File: src/rtl/keypad_pkg.sv
// Shared types and helpers for the keypad matrix scanner.
package keypad_pkg;

  // Event handshake FSM: IDLE waits for an unreported key change, SEND holds one event.
  typedef enum logic {
    IDLE = 1'b0,
    SEND = 1'b1
  } evt_state_e;

  // Widest key matrix the popcount helper accepts (16x16).
  localparam int POP_MAX = 256;

  // Bits needed to index n items, never less than one.
  function automatic int code_width(input int n);
    if (n <= 1) return 1;
    return $clog2(n);
  endfunction

  // Number of set bits; callers zero-extend narrower vectors.
  function automatic int popcount(input logic [POP_MAX-1:0] v);
    int c;
    c = 0;
    for (int i = 0; i < POP_MAX; i++) begin
      if (v[i]) c++;
    end
    return c;
  endfunction

endpackage

File: src/rtl/keypad_prio_enc.sv
// Lowest-set-bit priority encoder: returns the smallest set index and an any-set flag.
module keypad_prio_enc
  import keypad_pkg::*;
#(
  parameter int N     = 16,
  parameter int IDX_W = code_width(N)
) (
  input  logic [N-1:0]     vec,
  output logic [IDX_W-1:0] idx,
  output logic             any
);

  // Scan from the top down so the lowest set index is the last one written.
  always_comb begin
    idx = '0;
    any = 1'b0;
    for (int i = N - 1; i >= 0; i--) begin
      if (vec[i]) begin
        idx = IDX_W'(i);
        any = 1'b1;
      end
    end
  end

endmodule

File: src/rtl/keypad_matrix_scanner.sv
// Key-matrix scanner: column strobing, row sampling, frame debounce and a
// lossless press/release event stream over valid/ready.
//
// state | meaning
// ------+--------------------------------------------------------------
// IDLE  | no event pending; loads the lowest changed key when deb != acc
// SEND  | event presented; payload frozen until the consumer accepts it
module keypad_matrix_scanner
  import keypad_pkg::*;
#(
  parameter int  ROWS     = 4,
  parameter int  COLS     = 4,
  parameter int  SCAN_DIV = 1000,
  parameter int  DEBOUNCE = 4,
  localparam int CODE_W   = code_width(ROWS * COLS)
) (
  input  logic              clk,
  input  logic              rst_n,
  input  logic              en,
  input  logic [ROWS-1:0]   row_in,
  output logic [COLS-1:0]   col_drv,
  output logic              evt_valid,
  input  logic              evt_ready,
  output logic [CODE_W-1:0] evt_code,
  output logic              evt_press,
  output logic              key_held,
  output logic              multi_key
);

  localparam int NKEYS  = ROWS * COLS;
  localparam int SLOT_W = $clog2(SCAN_DIV);
  localparam int COL_W  = code_width(COLS);
  localparam int STAB_W = $clog2(DEBOUNCE + 1);

  localparam logic [SLOT_W-1:0] SLOT_LAST = SLOT_W'(SCAN_DIV - 1);
  localparam logic [COL_W-1:0]  COL_LAST  = COL_W'(COLS - 1);
  localparam logic [STAB_W-1:0] STAB_MAX  = STAB_W'(DEBOUNCE);

  logic [ROWS-1:0]   row_s1_q, row_s1_d;
  logic [ROWS-1:0]   row_s2_q, row_s2_d;
  logic [SLOT_W-1:0] slot_cnt_q, slot_cnt_d;
  logic [COL_W-1:0]  col_idx_q, col_idx_d;
  logic [COLS-1:0]   col_drv_q, col_drv_d;
  logic [NKEYS-1:0]  raw_q, raw_d;
  logic [NKEYS-1:0]  prev_q, prev_d;
  logic [NKEYS-1:0]  deb_q, deb_d;
  logic [NKEYS-1:0]  acc_q, acc_d;
  logic [STAB_W-1:0] stab_cnt_q, stab_cnt_d;
  logic              key_held_q, key_held_d;
  logic              multi_key_q, multi_key_d;
  evt_state_e        state_q, state_d;
  logic              evt_valid_q, evt_valid_d;
  logic [CODE_W-1:0] evt_code_q, evt_code_d;
  logic              evt_press_q, evt_press_d;

  logic              slot_end;
  logic              frame_done;
  logic [NKEYS-1:0]  diff;
  logic [CODE_W-1:0] diff_idx;
  logic              diff_any;
  int                pop_deb;

  // Keys not yet reported in their current debounced state.
  assign diff = deb_q ^ acc_q;

  keypad_prio_enc #(
    .N     (NKEYS),
    .IDX_W (CODE_W)
  ) u_prio_enc (
    .vec (diff),
    .idx (diff_idx),
    .any (diff_any)
  );

  // Row synchroniser, column scan timing and whole-frame debounce.
  always_comb begin
    row_s1_d   = row_in;
    row_s2_d   = row_s1_q;
    slot_cnt_d = slot_cnt_q;
    col_idx_d  = col_idx_q;
    col_drv_d  = '0;
    raw_d      = raw_q;
    prev_d     = prev_q;
    deb_d      = deb_q;
    stab_cnt_d = stab_cnt_q;
    slot_end   = 1'b0;
    frame_done = 1'b0;
    if (!en) begin
      slot_cnt_d = '0;
      col_idx_d  = '0;
      stab_cnt_d = '0;
    end else begin
      slot_end   = (slot_cnt_q == SLOT_LAST);
      frame_done = slot_end && (col_idx_q == COL_LAST);
      if (slot_end) begin
        slot_cnt_d = '0;
        raw_d[int'(col_idx_q) * ROWS +: ROWS] = row_s2_q;
        col_idx_d  = frame_done ? '0 : col_idx_q + 1'b1;
      end else begin
        slot_cnt_d = slot_cnt_q + 1'b1;
      end
      // Strobe follows the column index so the column is driven for the whole slot.
      col_drv_d = COLS'(1) << col_idx_d;
      if (frame_done) begin
        prev_d = raw_d;
        if (raw_d == prev_q) begin
          if (stab_cnt_q != STAB_MAX) stab_cnt_d = stab_cnt_q + 1'b1;
        end else begin
          stab_cnt_d = '0;
        end
        if ((raw_d == prev_q) && (stab_cnt_d == STAB_MAX)) deb_d = raw_d;
      end
    end
  end

  // Key-count flags follow the debounced matrix with one cycle of delay.
  always_comb begin
    pop_deb     = popcount(POP_MAX'(deb_q));
    key_held_d  = (pop_deb >= 1);
    multi_key_d = (pop_deb >= 2);
  end

  // Event FSM: one change at a time, lowest key index first, never dropped.
  always_comb begin
    state_d     = state_q;
    evt_valid_d = evt_valid_q;
    evt_code_d  = evt_code_q;
    evt_press_d = evt_press_q;
    acc_d       = acc_q;
    case (state_q)
      IDLE: begin
        if (diff_any) begin
          evt_code_d  = diff_idx;
          evt_press_d = deb_q[diff_idx];
          evt_valid_d = 1'b1;
          state_d     = SEND;
        end
      end
      SEND: begin
        // The reported state comes from the held payload, not from deb, so a
        // key that flipped again meanwhile produces a further event.
        if (evt_ready) begin
          acc_d[evt_code_q] = evt_press_q;
          evt_valid_d       = 1'b0;
          state_d           = IDLE;
        end
      end
      default: state_d = IDLE;
    endcase
  end

  // State registers with synchronous active-low reset.
  always_ff @(posedge clk) begin
    if (!rst_n) begin
      row_s1_q    <= '0;
      row_s2_q    <= '0;
      slot_cnt_q  <= '0;
      col_idx_q   <= '0;
      col_drv_q   <= '0;
      raw_q       <= '0;
      prev_q      <= '0;
      deb_q       <= '0;
      acc_q       <= '0;
      stab_cnt_q  <= '0;
      key_held_q  <= 1'b0;
      multi_key_q <= 1'b0;
      state_q     <= IDLE;
      evt_valid_q <= 1'b0;
      evt_code_q  <= '0;
      evt_press_q <= 1'b0;
    end else begin
      row_s1_q    <= row_s1_d;
      row_s2_q    <= row_s2_d;
      slot_cnt_q  <= slot_cnt_d;
      col_idx_q   <= col_idx_d;
      col_drv_q   <= col_drv_d;
      raw_q       <= raw_d;
      prev_q      <= prev_d;
      deb_q       <= deb_d;
      acc_q       <= acc_d;
      stab_cnt_q  <= stab_cnt_d;
      key_held_q  <= key_held_d;
      multi_key_q <= multi_key_d;
      state_q     <= state_d;
      evt_valid_q <= evt_valid_d;
      evt_code_q  <= evt_code_d;
      evt_press_q <= evt_press_d;
    end
  end

  assign col_drv   = col_drv_q;
  assign evt_valid = evt_valid_q;
  assign evt_code  = evt_code_q;
  assign evt_press = evt_press_q;
  assign key_held  = key_held_q;
  assign multi_key = multi_key_q;

endmodule

File: config.mk
export PLATFORM = sky130hd
export DESIGN_NAME = keypad_matrix_scanner
export DESIGN_NICKNAME = d
export VERILOG_FILES = /design/src/rtl/keypad_pkg.sv /design/src/rtl/keypad_prio_enc.sv /design/src/rtl/keypad_matrix_scanner.sv
export SDC_FILE = /design/constraint.sdc
export NUM_CORES = 1
export LEC_CHECK = 0
export ABC_AREA = 1
export BUFFER_PORTS_ARGS = -buffer_cell sky130_fd_sc_hd__buf_2
export CAP_MARGIN = 20
export CORE_ASPECT_RATIO = 0.7
export CORE_MARGIN = 1
export CORE_UTILIZATION = 35
export DETAILED_ROUTE_END_ITERATION = 10
export HOLD_SLACK_MARGIN = 0.12
export PLACE_DENSITY = 0.49
export SLEW_MARGIN = 20
export SYNTH_ARGS = -nofsm -noshare
export SYNTH_HDL_FRONTEND = slang
export SYNTH_SLANG_ARGS = --single-unit
File: constraint.sdc
create_clock -name clk -period 24.8 [get_ports clk]
set_input_delay 4.96 -clock clk [delete_from_list [all_inputs] [get_ports clk]]
set_output_delay 4.96 -clock clk [all_outputs]
set_load 0.005 [all_outputs]
==> impl_results.rst <==
.. list-table::
   :header-rows: 1

   * - Metric
     - Value
   * - Status
     - completed
   * - Period utilisation layout
     - 0.359
   * - Hold EP
     - row_s2_q[1]$_SDFF_PN0_
   * - Part of the Yosys area used for sequential elements
     - 0.299
   * - Detailed placer's ending HPWL
     - 11,800 um
   * - FMAX
     - 112 MHz
   * - Busiest grt layer
     - met1
   * - Leftover overflow at the end of global routing
     - 0
   * - Startpoint of the lowest-slack hold path
     - row_s1_q[1]$_SDFF_PN0_
   * - I/O Buffers
     - 19
   * - Sinks on Clock Net
     - 100
   * - Global-route wire length before repair
     - 25,900 um
   * - IO Count
     - 20
   * - Via/cell ratio
     - approximately 4.6
   * - Insertion delay to the later sink of the worst-skew pair
     - 0.35 ns
   * - Clock root buffer master
     - sky130_fd_sc_hd__clkbuf_16
   * - Crit-path max cell delay
     - 0.46 ns
   * - Die Footprint
     - 0.0197 mm^2
   * - Internal power summed over all cells
     - ~0.24 mW
   * - Clock tree from TritonCTS
     - yes
   * - Quantity of gates resized following cts
     - 0
   * - Critical Path Slowest Stage Cell
     - sky130_fd_sc_hd__dfxtp_1
   * - Post-Synthesis Net Count
     - 1,022
   * - Num CTS Buffers
     - 9
   * - Count of different cell masters after synthesis
     - 47
   * - Share of power burned in combinational logic
     - 0.037
   * - Fraction of synthesis flops using an asynchronous set or reset pin
     - 0
   * - Maximum fanout count along the critical path
     - 6
   * - Number of buffers inserted for hold repair after clock tree synthesis
     - 0
   * - Crit path depth
     - 54
   * - Tmin final
     - around 8.9 ns
   * - Mean routed wirelength per cell
     - 12.3 um
   * - Relative max-transition margin
     - 0.419
   * - Final GP Congestion
     - 0.793
   * - Total negative setup slack
     - 0 ns
   * - Pleak
     - 3.46 nW
   * - Synthesized cell area
     - between 0.006 and 0.007 mm^2
   * - Actual slew at the worst max-slew pin
     - roughly 0.86 ns
   * - Height of the die
     - 118 um
   * - Clock transition at the register clock pins on the worst setup and hold paths after CTS
     - 0.07 ns
   * - Endpoint type of the worst setup path
     - register
   * - Effective utilization at floorplan
     - 0.365
   * - Largest area contributor in the synthesized netlist
     - sky130_fd_sc_hd__dfxtp_1
   * - Fin. max-slew vios
     - 0
   * - Vias in the first global route
     - 5,092
   * - Floorplan core area
     - 0.0184 mm^2
   * - Global-route met3 utilization
     - 0.0276
   * - Final setup violation count
     - 0
   * - Critical path class
     - reg2reg
   * - RSZ-0062 raised after global routing
     - false
   * - EDFF count, synth
     - 0
   * - Final Hold Violating Endpoints
     - 0
   * - Worst vdd ir
     - 0.0321 mV
   * - WL final
     - 15,200 um
   * - Share of power burned in registers
     - 0.517
   * - Worst Hold Class
     - reg2reg
   * - Pre-Repair DR Iteration Count
     - 4
   * - Cell family contributing the most delay on the critical path
     - adder cells
   * - Switching part of the total
     - 0.239
   * - Most prevalent standard cell on the critical path
     - sky130_fd_sc_hd__nand2_1
   * - Data required time of the worst path
     - 25.05 ns
   * - Area fraction of the dominant cell type after synthesis
     - 0.299
   * - Area growth from synthesis to final layout
     - 8.87%
   * - Yosys reg bits
     - 100
   * - Layout cells sized above 1
     - 0.166
   * - Rows
     - a little over 40
   * - Overall via count from detail_route
     - 5,728
   * - Proportion of power drawn by the clock network
     - 0.446
   * - Antenna violations before repair
     - 0
   * - Crit path arrival time
     - ~9 ns
   * - Antenna viol nets, final
     - 0
   * - Post CTS Setup Buffer Count
     - 0
   * - Pin count of the biggest net entering global routing
     - 53
   * - ANT cells
     - 0
   * - Switching power
     - 0.0755 mW
   * - Yosys warning count
     - 0
   * - Main area contributors after synthesis
     - sky130_fd_sc_hd__dfxtp_1 (30%), sky130_fd_sc_hd__nand2_1 (13%), sky130_fd_sc_hd__inv_1 (6.9%)
   * - Reg-to-reg startpoint
     - deb_q[0]$_SDFFE_PN0P_
   * - Global-route track usage on met2
     - 0.217
   * - Clock Skews
     - 0.00746 ns
   * - R2r setup slk
     - approximately 16 ns
   * - Instance count of the mapped netlist
     - 990
   * - Initial DRC Count
     - 342
   * - Die width
     - roughly 170 um
   * - Clock Path Buffers
     - 2
   * - FF-to-FF path depth
     - 54
   * - Total Nets Final
     - 1,030
   * - Most frequent cells after synthesis
     - sky130_fd_sc_hd__nand2_1 (225), sky130_fd_sc_hd__inv_1 (124), sky130_fd_sc_hd__dfxtp_1 (100)
   * - Global-route usage over all layers
     - 0.162
   * - Capture instance of the worst register-to-register path
     - key_held$_SDFF_PN0_
   * - Synthesized area per cell
     - around 6.8 um^2
   * - Total design power
     - 0.317 mW
   * - Power density cells
     - between 40 and 50 mW/mm^2
   * - Number of cells on the worst hold path
     - 2
   * - Most used DFF post-synth
     - sky130_fd_sc_hd__dfxtp_1
   * - Buffer and inverter count on the worst path
     - 6
   * - H-tree depth reported by CTS
     - 3
   * - Post-layout util
     - 0.397
   * - Most instantiated library cell after synthesis
     - sky130_fd_sc_hd__nand2_1
   * - Met1 track demand over resource
     - 0.261
   * - CP Launch Type
     - register
   * - Number of max-capacitance violations reported
     - 0
   * - Post-detailed-route DRC marker count
     - 0
[layout make-up]
cell class | count | area, um^2
fill | 2010 | 11100
multi-input combinational | 722 | 4040
sequential | 100 | 2000
inverter | 143 | 541
tap | 236 | 295
clock buffer | 11 | 253
timing repair buffer | 22 | 118
clock inverter | 5 | 43.8
[worst reg2reg max path: cells and delay by family, from the launching register on]
kind	cells	cell delay [ns]
DFF	1	0.46
xor gates and xnor gates	1	0.13
AOI/OAI and AO/OA	5	0.77
and+or+nand+nor	29	3.36
adders and majority gates	13	3.66
buffers and inverters	6	0.41
[power by group through the flow]
stage	Clock (mW)	Sequential (mW)	Combinational (mW)
2_1_floorplan	0	0.167	0.00843
3_3_place_gp	0	0.168	0.0119
3_5_place_dp	0	0.167	0.0120
4_1_cts	0.145	0.164	0.0121
5_1_grt	0.152	0.164	0.0135
6_report	0.141	0.164	0.0117
[metal layers]
metal  vias up  routed length (um)
met3         9                 494
met4         0                 133
met1      2463                9120
li1       3186                   -
met5         -                   0
met2        70                5460
[metrics by stage]
stage	cell area, um^2	setup slack, ns	hold WS, ns	cells
floorplan	6700	16.58	0.390	990
global placement	7000	16.11	0.402	1223
detailed placement	7000	15.92	0.398	1223
CTS	7290	15.86	0.416	1239
global route	7290	14.95	0.447	1239
finish	7290	15.89	0.415	1239
[layout by cell type (no fill, tap or decap), types with 6 or more instances in the layout]
cell and instances:
sky130_fd_sc_hd__nor2_2 11, sky130_fd_sc_hd__inv_2 15, sky130_fd_sc_hd__a21oi_1 49, sky130_fd_sc_hd__nand3_1 67, sky130_fd_sc_hd__xor2_1 13, sky130_fd_sc_hd__o21ai_0 50, sky130_fd_sc_hd__nand2_4 9, sky130_fd_sc_hd__or2_2 6
sky130_fd_sc_hd__clkbuf_16 9, sky130_fd_sc_hd__nor2_1 94, sky130_fd_sc_hd__nand2_1 225, sky130_fd_sc_hd__o211ai_1 14, sky130_fd_sc_hd__nand3_2 25, sky130_fd_sc_hd__inv_1 124, sky130_fd_sc_hd__dfxtp_1 100, sky130_fd_sc_hd__a211oi_1 9
sky130_fd_sc_hd__ha_1 24, sky130_fd_sc_hd__xnor2_1 23, sky130_fd_sc_hd__buf_2 19, sky130_fd_sc_hd__nand2_2 47
[sequential cells by signal (all words and copies together) (netlist names), 2 cells and up]
name and flops:
col_drv 4, prev_q 16, stab_cnt_q 3, slot_cnt_q 10
deb_q 16, raw_q 16, evt_code 4, row_s1_q 4
acc_q 16, col_idx_q 2, row_s2_q 4
[how the worst max path moves through the flow]
stage | start | endpoint
after floorplan | deb_q[0]$_SDFFE_PN0P_ | key_held$_SDFF_PN0_
after global routing | deb_q[0]$_SDFFE_PN0P_ | key_held$_SDFF_PN0_
after global placement | deb_q[0]$_SDFFE_PN0P_ | key_held$_SDFF_PN0_
after CTS | deb_q[0]$_SDFFE_PN0P_ | key_held$_SDFF_PN0_
after detailed placement | deb_q[0]$_SDFFE_PN0P_ | key_held$_SDFF_PN0_
final | deb_q[0]$_SDFFE_PN0P_ | key_held$_SDFF_PN0_
[logic make-up after synthesis]
logic type | synth area share
XOR/XNOR | 0.0471
buffers and inverters | 0.0979
adder cells (fa/ha/maj) | 0.0448
flip-flops | 0.299
AND/OR/NAND/NOR | 0.380
AO/OA/AOI/OAI | 0.131
No activity file was read; power rests on OpenSTA's default activity.
